`src/rtl/edge_delay_gen_pkg.sv`:
```
// edge_delay_gen shared types, defaults and helpers.
// Optional pulse mode: EDGE_DELAY_GEN_PULSE_EN.
package edge_delay_gen_pkg;

  localparam int NCH_DEF = 2;
  localparam int DW_DEF  = 16;
  localparam int PW_DEF  = 8;

  typedef enum logic [1:0] {
    IDLE  = 2'd0,
    COUNT = 2'd1,
    HIGH  = 2'd2
  } state_e;

  // Zero is treated as one so a kick always yields an edge.
  function automatic logic [31:0] sat1(
    input logic [31:0] x
  );
    return (x == 32'd0) ? 32'd1 : x;
  endfunction

endpackage

```
`src/rtl/edge_delay_gen_if.sv`:
```
// Controller-to-generator bundle for edge_delay_gen.
// pwidth exists only with EDGE_DELAY_GEN_PULSE_EN.
interface edge_delay_gen_if
  import edge_delay_gen_pkg::*;
#(
  parameter int NCH = NCH_DEF,
  parameter int DW  = DW_DEF,
  parameter int PW  = PW_DEF
) ();

  logic [NCH-1:0]    start;
  logic [NCH-1:0]    clear;
  logic [NCH*DW-1:0] delay;
`ifdef EDGE_DELAY_GEN_PULSE_EN
  logic [NCH*PW-1:0] pwidth;
`endif
  logic [NCH-1:0]    sig_o;
  logic [NCH-1:0]    busy;
  logic [NCH-1:0]    done;
  logic [NCH-1:0]    err_retrig;

  modport master (
    output start,
    output clear,
    output delay,
`ifdef EDGE_DELAY_GEN_PULSE_EN
    output pwidth,
`endif
    input  sig_o,
    input  busy,
    input  done,
    input  err_retrig
  );

  modport slave (
    input  start,
    input  clear,
    input  delay,
`ifdef EDGE_DELAY_GEN_PULSE_EN
    input  pwidth,
`endif
    output sig_o,
    output busy,
    output done,
    output err_retrig
  );

endinterface

```
`src/rtl/edge_delay_ch.sv`:
```
// One delay channel: FSM, down-counter, output regs.
// Pulse mode (EDGE_DELAY_GEN_PULSE_EN) self-drops HIGH.
module edge_delay_ch
  import edge_delay_gen_pkg::*;
#(
  parameter int DW = DW_DEF
`ifdef EDGE_DELAY_GEN_PULSE_EN
  ,
  parameter int PW = PW_DEF
`endif
) (
  input  logic          clk,
  input  logic          rst_n,
  input  logic          start_i,
  input  logic          clear_i,
  input  logic [DW-1:0] delay_i,
`ifdef EDGE_DELAY_GEN_PULSE_EN
  input  logic [PW-1:0] pwidth_i,
`endif
  output logic          sig_o,
  output logic          busy_o,
  output logic          done_o,
  output logic          err_o
);

  state_e        state_q, state_d;
  logic [DW-1:0] cnt_q, cnt_d;
  logic          sig_q, sig_d;
  logic          busy_q, busy_d;
  logic          done_q, done_d;
  logic          err_q, err_d;
`ifdef EDGE_DELAY_GEN_PULSE_EN
  logic [PW-1:0] pcnt_q, pcnt_d;
`endif

  logic kick;
  assign kick = start_i & ~clear_i;

  // State and output registers.
  always_ff @(posedge clk or negedge rst_n) begin
    if (!rst_n) begin
      state_q <= IDLE;
      cnt_q   <= '0;
      sig_q   <= 1'b0;
      busy_q  <= 1'b0;
      done_q  <= 1'b0;
      err_q   <= 1'b0;
`ifdef EDGE_DELAY_GEN_PULSE_EN
      pcnt_q  <= '0;
`endif
    end else begin
      state_q <= state_d;
      cnt_q   <= cnt_d;
      sig_q   <= sig_d;
      busy_q  <= busy_d;
      done_q  <= done_d;
      err_q   <= err_d;
`ifdef EDGE_DELAY_GEN_PULSE_EN
      pcnt_q  <= pcnt_d;
`endif
    end
  end

  // Next-state: clear beats start everywhere.
  always_comb begin
    state_d = state_q;
    cnt_d   = cnt_q;
    sig_d   = sig_q;
    busy_d  = busy_q;
    done_d  = 1'b0;
    err_d   = 1'b0;
`ifdef EDGE_DELAY_GEN_PULSE_EN
    pcnt_d  = pcnt_q;
`endif
    unique case (state_q)
      IDLE: begin
        if (kick) begin
          state_d = COUNT;
          cnt_d   = DW'(sat1(32'(delay_i)));
          busy_d  = 1'b1;
        end
      end
      COUNT: begin
        err_d = kick;
        if (clear_i) begin
          state_d = IDLE;
          cnt_d   = '0;
          busy_d  = 1'b0;
        end else if (cnt_q == DW'(1)) begin
          state_d = HIGH;
          cnt_d   = '0;
          sig_d   = 1'b1;
          done_d  = 1'b1;
          busy_d  = 1'b0;
`ifdef EDGE_DELAY_GEN_PULSE_EN
          pcnt_d  = PW'(sat1(32'(pwidth_i)));
`endif
        end else begin
          cnt_d = cnt_q - DW'(1);
        end
      end
      HIGH: begin
        err_d = kick;
        if (clear_i) begin
          state_d = IDLE;
          sig_d   = 1'b0;
`ifdef EDGE_DELAY_GEN_PULSE_EN
          pcnt_d  = '0;
        end else if (pcnt_q == PW'(1)) begin
          state_d = IDLE;
          sig_d   = 1'b0;
          pcnt_d  = '0;
        end else begin
          pcnt_d  = pcnt_q - PW'(1);
`endif
        end
      end
      default: begin
        state_d = IDLE;
        cnt_d   = '0;
        sig_d   = 1'b0;
        busy_d  = 1'b0;
      end
    endcase
  end

  assign sig_o  = sig_q;
  assign busy_o = busy_q;
  assign done_o = done_q;
  assign err_o  = err_q;

endmodule

```
`src/rtl/edge_delay_gen.sv`:
```
// Multi-channel kick-to-edge delay generator top.
// Optional pulse mode: EDGE_DELAY_GEN_PULSE_EN.
module edge_delay_gen
  import edge_delay_gen_pkg::*;
#(
  parameter int NCH = NCH_DEF,
  parameter int DW  = DW_DEF,
  parameter int PW  = PW_DEF
) (
  input logic             clk,
  input logic             rst_n,
  edge_delay_gen_if.slave bus
);

  // sat1 works on 32 bits, which bounds both widths.
  if (NCH < 1 || DW < 1 || DW > 32 ||
      PW < 1 || PW > 32) begin : g_bad_cfg
    $error("edge_delay_gen: bad NCH/DW/PW");
  end

  logic [NCH-1:0] sig_w;
  logic [NCH-1:0] busy_w;
  logic [NCH-1:0] done_w;
  logic [NCH-1:0] err_w;

  for (genvar i = 0; i < NCH; i++) begin : g_ch
    edge_delay_ch #(
      .DW(DW)
`ifdef EDGE_DELAY_GEN_PULSE_EN
      ,
      .PW(PW)
`endif
    ) u_ch (
      .clk      (clk),
      .rst_n    (rst_n),
      .start_i  (bus.start[i]),
      .clear_i  (bus.clear[i]),
      .delay_i  (bus.delay[i*DW +: DW]),
`ifdef EDGE_DELAY_GEN_PULSE_EN
      .pwidth_i (bus.pwidth[i*PW +: PW]),
`endif
      .sig_o    (sig_w[i]),
      .busy_o   (busy_w[i]),
      .done_o   (done_w[i]),
      .err_o    (err_w[i])
    );
  end

  assign bus.sig_o      = sig_w;
  assign bus.busy       = busy_w;
  assign bus.done       = done_w;
  assign bus.err_retrig = err_w;

endmodule

```
`src/flat_wrapper.sv`:
```
// flat-port wrapper written by rule: the top's interface ports become plain ports
module edge_delay_gen_flat import edge_delay_gen_pkg::*;
#(
  parameter int NCH = NCH_DEF,
  parameter int DW  = DW_DEF,
  parameter int PW  = PW_DEF
)
  (clk, rst_n, bus_start, bus_clear, bus_delay, bus_sig_o, bus_busy, bus_done, bus_err_retrig);
  edge_delay_gen_if #(.NCH(NCH), .DW(DW), .PW(PW)) bus_i ();
  input logic clk;
  input logic rst_n;
  input wire logic [$bits(bus_i.start)-1:0] bus_start;
  input wire logic [$bits(bus_i.clear)-1:0] bus_clear;
  input wire logic [$bits(bus_i.delay)-1:0] bus_delay;
  output wire logic [$bits(bus_i.sig_o)-1:0] bus_sig_o;
  output wire logic [$bits(bus_i.busy)-1:0] bus_busy;
  output wire logic [$bits(bus_i.done)-1:0] bus_done;
  output wire logic [$bits(bus_i.err_retrig)-1:0] bus_err_retrig;
  assign bus_i.start = bus_start;
  assign bus_i.clear = bus_clear;
  assign bus_i.delay = bus_delay;
  assign bus_sig_o = bus_i.sig_o;
  assign bus_busy = bus_i.busy;
  assign bus_done = bus_i.done;
  assign bus_err_retrig = bus_i.err_retrig;
  edge_delay_gen #(.NCH(NCH), .DW(DW), .PW(PW)) u_core (.clk(clk), .rst_n(rst_n), .bus(bus_i));
endmodule
```
`config.mk`:
```
export PLATFORM = sky130hd
export DESIGN_NAME = edge_delay_gen_flat
export DESIGN_NICKNAME = d
export VERILOG_FILES = /design/src/rtl/edge_delay_gen_pkg.sv /design/src/rtl/edge_delay_gen_if.sv /design/src/rtl/edge_delay_ch.sv /design/src/rtl/edge_delay_gen.sv /design/src/flat_wrapper.sv
export SDC_FILE = /design/constraint.sdc
export NUM_CORES = 1
export LEC_CHECK = 0
export ABC_AREA = 1
export CAP_MARGIN = 25
export CORE_AREA = 2 2 71 80
export CTS_CLUSTER_DIAMETER = 80
export DETAILED_ROUTE_END_ITERATION = 6
export DIE_AREA = 0 0 73 82
export DONT_BUFFER_PORTS = 1
export GPL_TIMING_DRIVEN = 0
export PLACE_DENSITY = 0.81
export SLEW_MARGIN = 0
export SYNTH_ARGS = -nofsm -noshare
export SYNTH_HDL_FRONTEND = slang
export SYNTH_SLANG_ARGS = --single-unit
```
`constraint.sdc`:
```
create_clock -name clk -period 1.92 [get_ports clk]
set_clock_uncertainty 0.05 [all_clocks]
set_input_delay 0.096 -clock clk [delete_from_list [all_inputs] [get_ports clk]]
set_output_delay 0.096 -clock clk [all_outputs]
set_load 0.02 [all_outputs]
```
==> flow_metrics.tcl <==
set metrics [dict create \
    ys_types 29 \
    final-hold-violation-count 0 \
    rr_startpoint "u_core.g_ch[0].u_ch.cnt_q[0]$_DFFE_PN0P_" \
    nFillCells 390 \
    worstRegToRegCells 10 \
    dp_hpwl_mm 5.51 \
    synth-async-reset-ratio_pct 100 \
    htree_levels 2 \
    vdd_drop_max_uv 989 \
    initial_core_util_pct 61.4 \
    setup_slack_ns 0.103 \
    final_cell_area_um2 3800 \
    critPathLaunchType "flip-flop" \
    place_worst_setup_slack_ns -0.00190 \
    clockBufferDepth 2 \
    power_density_nw_per_um2 1490 \
    met3_usage_pct 4.91 \
    synth_most_common_cell "nand2_1" \
    fmax_mhz 550 \
    path_max_fanout 6 \
    rsz0062_at_grt "false" \
    grt_util_met1_pct 30.0 \
    max_slew.worst_pin.slew_ns 0.513 \
    timing.critical_path.mode_cell "nand2_1" \
    ys_warn_count 0 \
    synth-edff-count 0 \
    diodes 0 \
    yosysTopAreaCell "dfrtp_1" \
    cellLeakagePower_uw 0.00203 \
    grt_overflow 0 \
    cts_root_buffer "clkbuf_8" \
    yosys-top-cells-area "dfrtp_1 (34%), nand2_1 (24%), nor2_1 (6.2%)" \
    cts_tree "yes" \
    ys_ff_latch 44 \
    grt_pass1_vias 3072 \
    fp.coreArea_um2 5220 \
    drc 0 \
    clock_latency_ns 0.30 \
    path_class "reg -> reg" \
    p_total_uw 5650 \
    syn_area_per_cell_um2 6.49 \
    clk_pin_slew_worst_paths_ns 0.09 \
    totalNegativeSetupSlack_ns 0 \
    vias 3161 \
    syn_inst 494 \
    hold_path_depth 4 \
    final_max_slew_viol_count 0 \
    drive_above_1_share_pct 9.63 \
    num_rows 28 \
    synth_top_area_share_pct 34.3 \
    crit_path_top_delay_cell "dfrtp_1" \
    slowest_delay_ns 0.41 \
    r2r_slack_ns 0.10 \
    max-cap-violations 0 \
    die_h_um 82 \
    routed_wl_mm 7.98 \
    grt_busiest_layer "met2" \
    reg2reg_to "u_core.g_ch[0].u_ch.cnt_q[10]$_DFFE_PN0P_" \
    max_slew_margin_pct 65.8 \
    min_to "u_core.g_ch[0].u_ch.cnt_q[1]$_DFFE_PN0P_" \
    ff_latch_area_um2 1100 \
    boundaryPins 46 \
    grt_max_degree 45 \
    fin_nets 587 \
    ant_nets 0 \
    multi_input_area_um2 1790 \
    status "complete, no violations" \
    critical_path.n_buffers_inverters 1 \
    die_area_um2 5990 \
    wl_per_cell_um 13.3 \
    hold_start "bus_delay[1]" \
    crit_family "simple AND/OR/NAND/NOR gates" \
    period_share_pct 94.7 \
    worstPathArrival_ns 1.98 \
    drtIter0Drc 216 \
    netlist_area_um2 3210 \
    synth_common_cells "nand2_1 (206), nor2_1 (53), inv_1 (51), dfrtp_1 (44), nand3_1 (33)" \
    grt_pass1_wl_mm 12.9 \
    syn_to_final_growth_pct 18.6 \
    ys_seq_area_share_pct 34.3 \
    numCtsBuffers 5 \
    grt_use_met2_pct 52.4 \
    place.gp.congestion 0.932 \
    grt_use_total_pct 27.5 \
    antenna_found_initial 0 \
    path_cells "inv_1 > ha_1 > nand2_1 > nor2_4 > nand2_1 > nand2_1 > nand2_1 > o21ai_0 > nand2_1 > o21ai_0" \
    drt-pass1-iter-count 5 \
    cp.required_ns 2.08 \
    avgViaCountPerCell 5.27 \
    io_buffers 0 \
    hold_path.class "in -> reg" \
    synth_fp_nets 542 \
    placed_area_um2 3280 \
    min_period_ns 1.82 \
    cp-end-kind "flip-flop" \
    finalSetupViolations 0 \
    synth_flop_cell "dfrtp_1" \
    whs_ns 0.0268 \
    cts.sinks 44 \
    die_x_um 73 \
]
where the power goes:
part,switching [uW],internal [uW],leakage (uW)
Combinational,2130,1130,0.00141
Sequential,351,1280,0.000568
Clock,356,393,0.0000548
Total,2840,2810,0.00203
cells by family after synthesis:
kind of cell,Yosys count,synth area share (%)
fa+ha+maj,10,3.90
buf+inv,73,9.91
xor+xnor,13,3.55
compound gates,34,5.82
flops,44,34.3
simple gates,320,42.5
worst min-delay path: stages:
cell and delay [ns]:
inv_1 0.06, o22ai_1 0.08, nand2_1 0.06, nand2_1 0.05
per-layer routing:
layer / part of all wire, % / vias up
li1: - / 1605
met1: 41 / 1438
met4: 1.4 / 0
met5: 0 / -
met2: 52 / 106
met3: 4.8 / 12
final cells by class:
type | count | area share (%)
timing repair buffer | 38 | 10.3
inverter | 55 | 5.46
sequential | 44 | 29.0
clock inverter | 3 | 1.22
buffer | 18 | 3.09
multi-input combinational | 377 | 47.2
clock buffer | 5 | 1.81
tap | 60 | 1.97
state kept, by name, summed over array words and instances (netlist names):
signal and cells:
u_core.g_ch.u_ch.cnt_q 32, u_core.g_ch.u_ch.err_o 2, u_core.g_ch.u_ch.sig_o 2, u_core.g_ch.u_ch.busy_o 2, u_core.g_ch.u_ch.done_o 2, u_core.g_ch.u_ch.state_q 4
per-stage QoR:
stage               std cells  util [%]
finish                    600      72.8
global route              600      72.8
CTS                       597      72.1
detailed placement        554      62.8
global placement          554      62.8
floorplan                 494         -
cells in the final DEF, fill, tap and decap left out, drive strengths merged:
cell | synthesis | layout
clkinvlp | 0 | 1
dfrtp | 44 | 44
and2 | 1 | 1
nand4 | 7 | 7
nand3 | 34 | 34
a21oi | 2 | 2
nand3b | 1 | 1
o21ai | 29 | 29
nor2 | 62 | 62
ha | 10 | 10
nand2 | 212 | 212
clkinv | 1 | 1
nor3 | 3 | 3
o22ai | 2 | 2
o21bai | 1 | 1
dlygate4sd3 | 0 | 34
inv | 54 | 55
bufinv | 0 | 1
clkbuf | 2 | 10
xor2 | 11 | 11
buf | 16 | 17
xnor2 | 2 | 2
how the worst max path moves through the flow:
| stage | start | depth (start not counted) | slack (ns) | to |
|---|---|---|---|---|
| after floorplan | u_core.g_ch[1].u_ch.state_q[0]$_DFFE_PN0P_ | 9 | 0.33 | u_core.g_ch[1].u_ch.cnt_q[0]$_DFFE_PN0P_ |
| after global placement | u_core.g_ch[1].u_ch.state_q[0]$_DFFE_PN0P_ | 9 | 0.02 | u_core.g_ch[1].u_ch.cnt_q[3]$_DFFE_PN0P_ |
| after detailed placement | u_core.g_ch[1].u_ch.state_q[0]$_DFFE_PN0P_ | 9 | -0.002 | u_core.g_ch[1].u_ch.cnt_q[1]$_DFFE_PN0P_ |
| after CTS | u_core.g_ch[1].u_ch.state_q[0]$_DFFE_PN0P_ | 8 | 0.09 | u_core.g_ch[1].u_ch.cnt_q[1]$_DFFE_PN0P_ |
| after global routing | u_core.g_ch[0].u_ch.cnt_q[0]$_DFFE_PN0P_ | 10 | 0.005 | u_core.g_ch[0].u_ch.cnt_q[10]$_DFFE_PN0P_ |
| final | u_core.g_ch[0].u_ch.cnt_q[0]$_DFFE_PN0P_ | 10 | 0.10 | u_core.g_ch[0].u_ch.cnt_q[10]$_DFFE_PN0P_ |
timing repair:
action | in CTS | in global routing
hold endpoints to repair | 77 | 0
gates cloned | 0 | 0
setup endpoints to repair | 10 | 14
setup buffers | 0 | 3
pin swaps | 0 | 1
hold buffers | 35 | 0
gates resized for setup | 2 | 5
No activity file was read; power rests on OpenSTA's default activity.
